**config.mk**
```make
export PLATFORM = sky130hd
export DESIGN_NAME = score_bcd_serial
export DESIGN_NICKNAME = d
export VERILOG_FILES = /design/src/rtl/score_bcd_serial.sv
export SDC_FILE = /design/constraint.sdc
export NUM_CORES = 1
export LEC_CHECK = 0
export ABC_CLOCK_PERIOD_IN_PS = 1600
export CORE_MARGIN = 1.5
export CORE_UTILIZATION = 30
export CTS_CLUSTER_SIZE = 14
export DETAILED_ROUTE_END_ITERATION = 12
export PLACE_DENSITY_LB_ADDON = 0.05
export SETUP_SLACK_MARGIN = 0.4
export SLEW_MARGIN = 20
export SYNTH_ARGS = -nofsm -noshare
export SYNTH_HDL_FRONTEND = slang
export SYNTH_SLANG_ARGS = --single-unit
```
**constraint.sdc**
```tcl
create_clock -name iClk -period 1.6 [get_ports iClk]
set_input_delay 0.24 -clock iClk [delete_from_list [all_inputs] [get_ports iClk]]
set_output_delay 0.24 -clock iClk [all_outputs]
set_load 0.01 [all_outputs]
```
**src/rtl/score_bcd_serial.sv**
```systemverilog
// score_bcd_serial: serial 9-bit binary to 3-digit BCD converter (double dabble).
// A capture in IDLE is followed by nine SHIFT edges and one DONE edge, so the
// result lands on oBCD ten edges after the capture, together with a one-cycle
// oDone pulse.
// Optional build macro: SCORE_BCD_BLANK_EN enables leading-zero blanking
// (blank digit shown as 4'hF) on the value loaded into oBCD.

// One BCD digit correction step: digits of 5 or more get 3 added so the
// following left shift carries correctly into the next decade.
module scoreBcdAdd3 (
  input  logic [3:0] digitIn,
  output logic [3:0] digitOut
);
  // add-3 correction for a single decade
  always_comb digitOut = (digitIn >= 4'd5) ? digitIn + 4'd3 : digitIn;
endmodule

module score_bcd_serial (
  input  logic        iClk,
  input  logic        iReset,
  input  logic        iStart,
  input  logic [8:0]  iBinario,
  output logic        oBusy,
  output logic        oDone,
  output logic [11:0] oBCD
);
  localparam int NUM_DIGITS = 3;
  localparam int BIN_W      = 9;

  localparam logic [1:0] IDLE  = 2'd0;
  localparam logic [1:0] SHIFT = 2'd1;
  localparam logic [1:0] DONE  = 2'd2;

  logic [1:0]                  state;
  logic [BIN_W-1:0]            shiftReg;
  logic [3:0]                  count;
  logic [NUM_DIGITS-1:0][3:0]  scratch;
  logic [NUM_DIGITS-1:0][3:0]  scratchAdj;
  logic [NUM_DIGITS-1:0][3:0]  bcdLoad;

  // per-digit correction ahead of each shift
  genvar g;
  generate
    for (g = 0; g < NUM_DIGITS; g++) begin : gDigit
      scoreBcdAdd3 uAdd3 (
        .digitIn  (scratch[g]),
        .digitOut (scratchAdj[g])
      );
    end
  endgenerate

  // value presented to oBCD at completion; blanking only touches this copy,
  // the scratch register always holds the raw digits
  always_comb begin
    bcdLoad = scratch;
`ifdef SCORE_BCD_BLANK_EN
    if (scratch[2] == 4'd0) begin
      bcdLoad[2] = 4'hF;
      if (scratch[1] == 4'd0) bcdLoad[1] = 4'hF;
    end
`endif
  end

  assign oBusy = (state != IDLE);

  // conversion FSM; oBCD only changes on a DONE edge or reset, so the display
  // never sees the intermediate scratch contents
  always_ff @(posedge iClk) begin
    if (!iReset) begin
      state    <= IDLE;
      shiftReg <= '0;
      scratch  <= '0;
      count    <= '0;
      oBCD     <= '0;
      oDone    <= 1'b0;
    end else begin
      oDone <= 1'b0;
      case (state)
        IDLE: begin
          if (iStart) begin
            shiftReg <= iBinario;
            scratch  <= '0;
            count    <= '0;
            state    <= SHIFT;
          end
        end
        SHIFT: begin
          {scratch, shiftReg} <= {scratchAdj, shiftReg} << 1;
          count <= count + 4'd1;
          // count==8 means this edge performs the ninth shift
          if (count == 4'd8) state <= DONE;
        end
        DONE: begin
          oBCD  <= bcdLoad;
          oDone <= 1'b1;
          state <= IDLE;
        end
        default: state <= IDLE;
      endcase
    end
  end
endmodule

```
==> metrics <==
DRT Pass-1 Iters 4; post-route setup TNS 0 ps; placed insts 319; warnings from Yosys 0; Reg power frac between 50% and 60%; footprint of the multi-input gates roughly 1100 um2; RSZ-0062 raised after global routing yes; Mapped Avg Cell Area 8.38 um2; worst path arrival time 1520 ps; maximum vdd drop approximately 0.43 mV; global-route wire length before repair roughly 7.4 mm; final hold vios 0; Layout Nets ~290; Psw ~460 uW; ANT nets after route 0; min Tclk post-route ~1300 ps; Yosys top cell by area dfxtp_1; Die Ht ~80 um; pins over their slew limit 0; # diodes 0; Seq cells post-synth 40; Seq/Total Area, Yosys 43.6%; Worst R2R Setup Slack roughly 310 ps; fin crit share between 80 and 90%; WP data required approximately 1800 ps; area grow syn2layout 42.1%; commonest non-fill, non-tap cell in the layout nand2_1; Unique masters post-synth 39; Synth area leaders dfxtp_1 (44%), nand2_1 (9.8%), ha_1 (5.5%); IO Count 26; Root Buffer clkbuf_8; post-synthesis cell area approximately 1800 um2; Clock transition at path regs approximately 80 ps; pwr dens between 700 and 800 nW/um2; LEAKAGE 0.00107 uW; clock sink total 40; worst-skew pair later-pin latency just under 300 ps; Slew headroom between 80% and 90%; Gate power share 9.5%; Initial Utilization around 31%; Vias/cell between 4 and 5; FF+latch area about 800 um2; Place WS 32.6 ps; clock share of power between 40% and 50%; Worst path max stage delay roughly 360 ps; GRT Total Usage roughly 14%; Clock Skews between 8 and 9 ps; largest net degree at the start of global routing 18; Max Cap Viol 0; fill count between 600 and 700; CP Launch Type flop; share of layout cells above drive strength 1 approximately 28%; Cells after Synth between 200 and 250; # rows 28; commonest cells after routing, fill and taps aside nand2_1 (47), dfxtp_1 (29), buf_4 (23); Post-CTS Hold Buffers 0; Final setup viols 0; HPWL after detailed placement 2.86 mm; Internal about 1600 uW; EDFF count, synth 0; via count around 1600; CP Max Fanout 3; drt total wl between 4 and 5 mm; Core ar. 5920 um2; critical path class reg -> reg; TritonCTS clock tree yes; Synth top area share approximately 44%; Worst Tran Pin Value between 200 and 300 ps; setup ws final around 310 ps; Starting DRT DRC Count between 40 and 50; DR WL/cell 12.5 um; RD Place Congestion 0.704; Worst Hold Class reg -> reg; final core occ ~44%; ys async rst share 0%; switching share of power 22.6%; slowest stage cell, crit path dfxtp_2; post-route non-filler standard cell count about 340; PortBufs 25; Primary FF master, synth dfxtp_1; H-tree levels 2; gr ovfl total 0; drt drc 0; DIE WIDTH 81.2 um; CTS Buf Count 5; initial antenna violation count 0; die area about 6600 um2; Fmax ~0.78 GHz; Crit. End Element flop; CTS max path bufs 2; vias in the first global route ~1500; cells along the critical path inv_4 > ha_4 > nand2b_4 > a21oi_4 > mux2i_1 > a22o_1; Syn Nets 239; status complete, no violations
==> power by group through the flow <==
| stage | Clock (uW) | Combinational, uW | Sequential (uW) |
|---|---|---|---|
| CTS | 848 | 181 | 1030 |
| global route | 894 | 219 | 1040 |
| floorplan | 0 | 104 | 1050 |
| detailed placement | 0 | 173 | 1060 |
| global placement | 0 | 175 | 1060 |
| finish | 821 | 195 | 1030 |
==> cell type report <==
type / count / area share, %
Inverter: 10 / 1.73
Clock buffer: 6 / 2.78
Tap cell: 75 / 3.60
Clock inverter: 2 / 1.34
Timing Repair Buffer: 52 / 17.7
Sequential cell: 40 / 31.4
Multi-Input combinational cell: 156 / 41.4
==> synth_stat cells, drive strengths merged (2+ instances only) <==
| library cell | number |
|---|---|
| a22o | 5 |
| a22oi | 2 |
| nand3 | 4 |
| xnor2 | 3 |
| mux2i | 3 |
| o22ai | 2 |
| a21oi | 12 |
| ha | 8 |
| a21boi | 12 |
| nor3 | 4 |
| clkbuf | 3 |
| nand2b | 3 |
| inv | 10 |
| o21ai | 22 |
| dfxtp | 40 |
| nand2 | 48 |
| nor2 | 10 |
| nor2b | 3 |
| and2 | 2 |
| buf | 10 |
| and3 | 2 |
==> flip-flops by register name (all words and copies together), names as in the netlist <==
name,cells
bcdLoad,12
oBCD,12
shiftReg,9
count,4
state,2
oDone,1
==> critical path, delay by kind of cell, from the launching register on <==
family	cells	cell delay, ps
flip-flops	1	360
AO/OA/AOI/OAI	2	300
multiplexers	1	220
adder cells (fa/ha/maj)	1	140
AND/OR/NAND/NOR	1	140
buffers and inverters	1	50
==> through the flow <==
stage          area [um2]  total power (uW)  hold WS, ps
2_1_floorplan        1890              1160          439
6_report             2610              2050          455
3_5_place_dp         2250              1230          451
4_1_cts              2510              2060          460
5_1_grt              2610              2150          484
3_3_place_gp         2250              1230          442
==> repair_timing <==
item                                    4_1_cts  5_1_grt
resized for setup                            39       29
endpoints found under the setup margin       47       37
cloned                                        0        0
setup buffers                                 9        5
pin swaps                                     9        9
==> worst paths after layout <==
check,depth (start not counted),start,to
worst max-delay path,6,bcdLoad[5]$_SDFFE_PN0P_,bcdLoad[6]$_SDFFE_PN0P_
worst min-delay path,2,oBCD[11]$_SDFFE_PN0P_,oBCD[11]$_SDFFE_PN0P_
worst max register to register,6,bcdLoad[5]$_SDFFE_PN0P_,bcdLoad[6]$_SDFFE_PN0P_
worst min register to register,2,oBCD[11]$_SDFFE_PN0P_,oBCD[11]$_SDFFE_PN0P_
==> cell families (layout without fill, tap and decap cells) <==
| group | count (synthesis) | count (layout) | share of synthesized area, % |
|---|---|---|---|
| XOR/XNOR | 4 | 4 | 1.91 |
| AND/OR/NAND/NOR | 78 | 78 | 18.5 |
| AO/OA/AOI/OAI | 62 | 62 | 22.0 |
| buffers and inverters | 23 | 70 | 6.20 |
| multiplexers | 4 | 4 | 2.25 |
| adder cells (fa/ha/maj) | 8 | 8 | 5.45 |
| flip-flops | 40 | 40 | 43.6 |
==> routing by layer <==
metal | wire, um | GRT usage, % | vias to the layer above
met4 | 23 | 3.62 | 0
met2 | 1950 | 24.5 | 19
met5 | 0 | 0 | -
li1 | - | - | 832
met3 | 109 | 3.03 | 2
met1 | 2190 | 18.7 | 721
Note: power is estimated with default switching activity, not from simulation.
